===== config.mk =====
export PLATFORM = sky130hd
export DESIGN_NAME = peripheral_mpram_wb_arbiter
export DESIGN_NICKNAME = d
export VERILOG_FILES = /design/src/rtl/peripheral_mpram_wb_arbiter.sv
export SDC_FILE = /design/constraint.sdc
export NUM_CORES = 1
export LEC_CHECK = 0
export ABC_CLOCK_PERIOD_IN_PS = 2500
export CAP_MARGIN = 0
export CELL_PAD_IN_SITES_DETAIL_PLACEMENT = 0
export CELL_PAD_IN_SITES_GLOBAL_PLACEMENT = 2
export CORE_UTILIZATION = 10
export DETAILED_ROUTE_END_ITERATION = 6
export PLACE_DENSITY = 0.94
export SLEW_MARGIN = 10
export SYNTH_ARGS = -nofsm -noshare
export SYNTH_HDL_FRONTEND = slang
export SYNTH_SLANG_ARGS = --single-unit
export TNS_END_PERCENT = 20

===== constraint.sdc =====
create_clock -name wb_clk_i -period 2.5 [get_ports wb_clk_i]
set_clock_uncertainty 0.1 [all_clocks]
set_input_delay 0.25 -clock wb_clk_i [delete_from_list [all_inputs] [get_ports wb_clk_i]]
set_output_delay 0.25 -clock wb_clk_i [all_outputs]
set_load 0.1 [all_outputs]

===== src/rtl/peripheral_mpram_wb_arbiter.sv =====
// Round-robin Wishbone arbiter sharing one MPRAM slave among the masters of a tile.
// Define PERIPHERAL_MPRAM_ARB_TIMEOUT_EN to abort strobes the slave never acks.
module peripheral_mpram_wb_arbiter #(
    parameter int CORES_PER_TILE = 2,
    parameter int AW             = 8,
    parameter int DW             = 32,
    parameter int TIMEOUT        = 255
) (
    input  logic                                wb_clk_i,
    input  logic                                wb_rst_i,
    input  logic [CORES_PER_TILE-1:0][AW-1:0]   m_adr_i,
    input  logic [CORES_PER_TILE-1:0][DW-1:0]   m_dat_i,
    input  logic [CORES_PER_TILE-1:0][3:0]      m_sel_i,
    input  logic [CORES_PER_TILE-1:0]           m_we_i,
    input  logic [CORES_PER_TILE-1:0][1:0]      m_bte_i,
    input  logic [CORES_PER_TILE-1:0][2:0]      m_cti_i,
    input  logic [CORES_PER_TILE-1:0]           m_cyc_i,
    input  logic [CORES_PER_TILE-1:0]           m_stb_i,
    output logic [CORES_PER_TILE-1:0]           m_ack_o,
    output logic [CORES_PER_TILE-1:0]           m_err_o,
    output logic [CORES_PER_TILE-1:0][DW-1:0]   m_dat_o,
    output logic [AW-1:0]                       s_adr_o,
    output logic [DW-1:0]                       s_dat_o,
    output logic [3:0]                          s_sel_o,
    output logic                                s_we_o,
    output logic [1:0]                          s_bte_o,
    output logic [2:0]                          s_cti_o,
    output logic                                s_cyc_o,
    output logic                                s_stb_o,
    input  logic                                s_ack_i,
    input  logic                                s_err_i,
    input  logic [DW-1:0]                       s_dat_i,
    output logic [CORES_PER_TILE-1:0]           grant_o
);

    localparam int N  = CORES_PER_TILE;
    localparam int PW = (N > 1) ? $clog2(N) : 1;

    typedef enum logic {
        IDLE,
        BUSY
    } state_t;

    state_t          state;
    state_t          state_nxt;
    logic [N-1:0]    grant;
    logic [N-1:0]    grant_nxt;
    logic [PW-1:0]   owner;
    logic [PW-1:0]   owner_nxt;
    logic [PW-1:0]   ptr;
    logic [PW-1:0]   ptr_nxt;
    logic [PW-1:0]   pick;
    logic [PW-1:0]   owner_inc;
    logic [PW-1:0]   sel;
    logic            found;
    logic            busy;
    logic            release_own;
    logic            tmo_err;
    logic            stb_block;

    // Sums stay below 2*N, so one conditional subtract wraps modulo N.
    function automatic logic [PW-1:0] wrap(input logic [PW:0] v);
        logic [PW:0] r;
        r = (v >= (PW+1)'(N)) ? v - (PW+1)'(N) : v;
        return r[PW-1:0];
    endfunction

    // Scan downwards so the requester closest to the pointer wins.
    always_comb begin
        pick  = '0;
        found = 1'b0;
        for (int i = N - 1; i >= 0; i--) begin
            if (m_cyc_i[wrap({1'b0, ptr} + (PW+1)'(i))]) begin
                found = 1'b1;
                pick  = wrap({1'b0, ptr} + (PW+1)'(i));
            end
        end
    end

    assign busy        = (state == BUSY);
    assign release_own = busy & ~m_cyc_i[owner];
    assign owner_inc   = wrap({1'b0, owner} + (PW+1)'(1));

    always_comb begin
        state_nxt = state;
        grant_nxt = grant;
        owner_nxt = owner;
        ptr_nxt   = ptr;
        unique case (state)
            IDLE: begin
                if (found) begin
                    state_nxt       = BUSY;
                    grant_nxt       = '0;
                    grant_nxt[pick] = 1'b1;
                    owner_nxt       = pick;
                end
            end
            BUSY: begin
                if (release_own) begin
                    state_nxt = IDLE;
                    grant_nxt = '0;
                    ptr_nxt   = owner_inc;
                end
            end
            default: state_nxt = IDLE;
        endcase
    end

    always_ff @(posedge wb_clk_i) begin
        if (wb_rst_i) begin
            state <= IDLE;
            grant <= '0;
            owner <= '0;
            ptr   <= '0;
        end else begin
            state <= state_nxt;
            grant <= grant_nxt;
            owner <= owner_nxt;
            ptr   <= ptr_nxt;
        end
    end

    assign grant_o = grant;

    // When idle the slave sees master 0's request fields with cyc/stb low.
    assign sel     = busy ? owner : '0;
    assign s_adr_o = m_adr_i[sel];
    assign s_dat_o = m_dat_i[sel];
    assign s_sel_o = m_sel_i[sel];
    assign s_we_o  = m_we_i[sel];
    assign s_bte_o = m_bte_i[sel];
    assign s_cti_o = m_cti_i[sel];
    assign s_cyc_o = busy & m_cyc_i[owner];
    assign s_stb_o = busy & m_cyc_i[owner] & m_stb_i[owner] & ~stb_block;

    always_comb begin
        m_ack_o = '0;
        m_err_o = '0;
        if (busy) begin
            m_ack_o[owner] = s_ack_i;
            m_err_o[owner] = s_err_i | tmo_err;
        end
    end

    always_comb begin
        for (int i = 0; i < N; i++) begin
            m_dat_o[i] = s_dat_i;
        end
    end

`ifdef PERIPHERAL_MPRAM_ARB_TIMEOUT_EN
    localparam int CW = (TIMEOUT > 0) ? $clog2(TIMEOUT + 1) : 1;

    logic [CW-1:0] count;
    logic          blocked;
    logic          stall;

    assign stall     = s_stb_o & ~s_ack_i;
    assign tmo_err   = stall & (count == CW'(TIMEOUT - 1));
    assign stb_block = blocked;

    // Once timed out, strobe stays blocked until the owner ends its cycle.
    always_ff @(posedge wb_clk_i) begin
        if (wb_rst_i || state_nxt != BUSY) begin
            count   <= '0;
            blocked <= 1'b0;
        end else begin
            if (s_ack_i) begin
                count <= '0;
            end else if (stall) begin
                count <= count + CW'(1);
            end
            if (tmo_err) begin
                blocked <= 1'b1;
            end
        end
    end
`else
    assign tmo_err   = 1'b0;
    assign stb_block = 1'b0;
`endif

endmodule


Word-level counts from Yosys, hierarchy flattened

Index checks and enable logic that the tools add are counted.

Bits in registers: 5
Bits of input ports: 140
Output and inout port bits: 122
Logic and storage cells: 73

$add $sub $neg: 5
$lt $le $gt $ge: 10
Equal/unequal tests: 2
Multiplexer cells: 40
Bitwise gates (word level): 7
Reductions and logical operators: 5

Operator list:

| kind                | number |
|---|---|
| $mux 32             | 2 |
| $mux 1              | 22 |
| $mux 8              | 2 |
| $mux 2              | 6 |
| $lt 1x2->1 const B  | 5 |
| $mux 4              | 2 |
| $mux 3              | 2 |
| $reduce_and 2->1    | 3 |
| $add 1x1->2 const B | 2 |
| $and 2x2->2         | 2 |
| $ge 2x2->1 const B  | 2 |
| $pmux 2 s2          | 1 |
| $and 1x1->1         | 3 |
| $sub 1x1->1 const B | 3 |
| $demux 1 s1         | 2 |
| $ge 1x1->1 const B  | 2 |
| $ge 1x2->1 const B  | 1 |
| $logic_and 1x1->1   | 2 |
| $ne 2x1->1 const B  | 1 |
| $ne 2x2->1 const B  | 1 |
| $not 1->1           | 2 |
| $pmux 1 s2          | 1 |

Longest topological paths before layout

Word-level depth: 13
Gate-level depth with buffers: 4
Gate-level depth less buffers: 3

Worst setup path after synthesis

Ideal clock, no wire load.

Path type: register to output
From: register state, in the netlist busy
To: output m_err_o[0]
Arrival: 2,762 ps
Data required time: 2,150 ps
Path slack: -612 ps
Stages on the path, launching flop included: 4
Path buffers: 1
Path through: dfxtp_1 -> buf_4 -> inv_1 -> nor3b_1

Longest elaborated chain between the ends: 1

RTL lines:

| item                   | line | source |
|---|---|---|
| from (decl)            | 44   | `state_t state;` |
| from (signal assigned) | 116  | `state <= state_nxt;` |
| $mux 2                 | 139  | `if (busy) begin` |
| to (decl)              | 20   | `output logic [CORES_PER_TILE-1:0] m_err_o,` |

Every way passes these cells.

Worst setup path after layout

From: register owner
To: output s_dat_o[2]

Longest elaborated chain between the ends: 3

RTL lines:

| item                                        | line | source |
|---|---|---|
| from (decl)                                 | 48   | `logic [PW-1:0] owner;` |
| from (signal assigned)                      | 118  | `owner <= owner_nxt;` |
| $mux 1                                      | 126  | `assign sel = busy ? owner : '0;` |
| $mux 32 (implied by the code) (2 in series) | 128  | `assign s_dat_o = m_dat_i[sel];` |
| to (decl)                                   | 23   | `output logic [DW-1:0] s_dat_o,` |

Every way passes these cells. The select of a mux whose other input is x is not followed.

==> flow_metrics.py <==
metrics = {
    "grt": {
        "gr-total-overflow": 0,
        "grt_use_total": 0.0697,
        "use_met1": 0.0728,
        "grt_max_degree": 37,
        "top_usage_layer": "met2",
        "grt_first_pass_wirelength_um": 7880,
        "globalRouteMet2Util": 0.125,
        "grt_antenna_before_repair": 0,
        "grt_pass1_vias": 1425,
        "use_met3": 0.0254,
    },
    "final_layout": {
        "layout_common_cells": "clkdlybuf4s50_1, buf_12, mux2_2",
        "register_area_um2": 100,
        "syn2layout_area_growth_pct": 136,
        "fill_cells": 1445,
        "n_antenna_cell": 0,
        "multi_input_area_um2": 767,
        "final_common_cell": "clkdlybuf4s50_1",
        "drive_gt1_frac": 0.461,
        "final_nets": 397,
        "postLayoutCoreUtil": 0.242,
    },
    "setup_path": {
        "reg2reg_slack_ns": 1.17,
        "rr_worst_depth": 3,
        "crit_end": "s_dat_o[2]",
        "cp.required_ns": 2.15,
        "cp-startpoint": "owner",
        "path_max_fanout": 36,
        "reg2reg_to": "grant_o[0]",
        "cp-start-kind": "flop",
        "path_class": "reg2out",
        "r2r_start": "owner",
        "end_kind": "output pin",
        "crit_arrival_ns": 1.82,
    },
    "clock_tree": {
        "clock_latency_ns": 0.23,
        "hold_buffers": 0,
        "cts_resized": 0,
        "clkTransAtPathRegs_ns": 0.03,
        "cts.sinks": 5,
        "cts_tree": "done",
        "cts_setup_buffers": 0,
        "htreeDepth": 1,
        "clockBufferDepth": 2,
        "numCtsBuffers": 3,
        "clockRootBuffer": "clkbuf_16",
    },
    "power": {
        "power.density_nw_per_um2": 412,
        "power.total_mw": 1.38,
        "peakVddDrop_uv": 154,
        "power.leakage_nw": 1.35,
    },
    "floorplan": {
        "fp.dieH_um": 121,
        "design.core.area_um2": 13900,
        "die_x_um": 121,
        "start_util": 0.103,
        "rows": 43,
        "die-area_um2": 14700,
        "ioPinCount": 262,
    },
    "yosys": {
        "yosys.area.top_type": "mux2_2",
        "synth_cells": 156,
        "avgSynthCellArea_um2": 9.14,
        "syn-num-nets": 296,
        "synth_top_area_frac": 0.363,
        "yosysWarnings": 0,
        "synthTopCellsByArea": "mux2_2, buf_4, dfxtp_1, mux2_4, buf_6",
        "ys_types": 22,
        "yosysSeqAreaShare": 0.0702,
        "ys_seq_elements": 5,
        "netlist_area_um2": 1430,
    },
    "place": {
        "hpwl_um": 4820,
        "gp_congestion": 0.733,
        "port_buffers": 165,
    },
    "run_status": {
        "outcome": "finished clean",
    },
    "sta": {
        "rsz0062_at_grt": "false",
        "period_needed_ns": 2.17,
        "fmax_ghz": 0.461,
        "hold_violations": 0,
        "drv_slew": 0,
        "timing.final.crit_share": 0.868,
        "tightest_slew_ns": 0.437,
        "slew_headroom": 0.708,
        "setup_violations": 0,
    },
    "detailed_routing": {
        "drc": 0,
        "ant_nets": 0,
        "vias": 1443,
        "via_per_inst": 3.31,
        "avgRoutedWirePerCell_um": 13.0,
        "firstDrtPassIters": 3,
        "routed_wl_um": 5670,
        "drt_iter0_drc": 18,
    },
    "job": {
        "drv_cap": 0,
    },
    "worst_hold_path": {
        "holdCritPathClass": "in2out",
    },
}
routing by layer:
layer,vias to the layer above,wire [µm]
li1,673,-
met1,646,1830
met2,111,2930
met3,13,825
met4,0,75
met5,-,0
worst max-delay path, cell delays in order (launching register included):
cell     delay (ns)
dfxtp_1        0.58
nand2_4        0.23
buf_12         0.24
mux2_2         0.34
buf_12         0.18
state kept, by name, indices dropped and copies added, names as in the netlist:
name and count:
busy 1, grant_o 2, owner 1, ptr 1
how the worst min path moves through the flow:
| stage | startpoint | endpoint | slack [ns] | depth (start not counted) |
|---|---|---|---|---|
| global route | s_dat_i[27] | m_dat_o[27] | 0.40 | 0 |
| finish | s_dat_i[0] | m_dat_o[0] | 0.40 | 0 |
| detailed placement | s_dat_i[9] | m_dat_o[41] | 0.40 | 0 |
| global placement | grant_o[0] | grant_o[0] | 0.38 | 2 |
| floorplan | wb_rst_i | owner | 0.22 | 1 |
| CTS | s_dat_i[9] | m_dat_o[41] | 0.40 | 0 |
metrics by stage:
stage	setup WS (ns)	setup TNS (ns)	hold WS [ns]	instances	instance area, µm²
5_1_grt	0.191	0	0.400	436	3360
3_5_place_dp	0.491	0	0.401	432	3280
4_1_cts	0.247	0	0.401	436	3360
3_3_place_gp	0.518	0	0.385	432	3280
6_report	0.329	0	0.400	436	3360
2_1_floorplan	-0.607	-0.607	0.219	156	1430
synth_stat cells (all sizes together):
cell type,n
mux2,51
a31oi,2
nor2b,2
nor3,1
buf,71
o21bai,1
nand3,4
nand2,3
and2,1
o21ai,2
o211ai,1
inv,2
dfxtp,5
mux2i,1
and3,2
a21oi,2
nor3b,2
nor2,3
area by class of cell:
class	count	share of cell area
Sequential cell	5	0.0298
Timing Repair Buffer	167	0.650
Inverter	2	0.00223
Tap cell	180	0.0670
Multi-Input combinational cell	78	0.228
Clock buffer	4	0.0234
report_power, final:
group / internal [mW] / switching, mW / leakage, nW
registers: 0.0877 / 0.0123 / 0.0414
clock network: 0.212 / 0.0548 / 0.0382
logic: 0.435 / 0.583 / 1.27
kinds of logic (layout without fill, tap and decap cells):
kind of cell,count (synthesis),after routing,synth area share
AND/OR/NAND/NOR,18,18,0.0781
multiplexers,52,52,0.423
AO/OA/AOI/OAI,8,8,0.0334
flip-flops,5,5,0.0702
buffers and inverters,73,173,0.395
(Power assumes the default switching activity.)
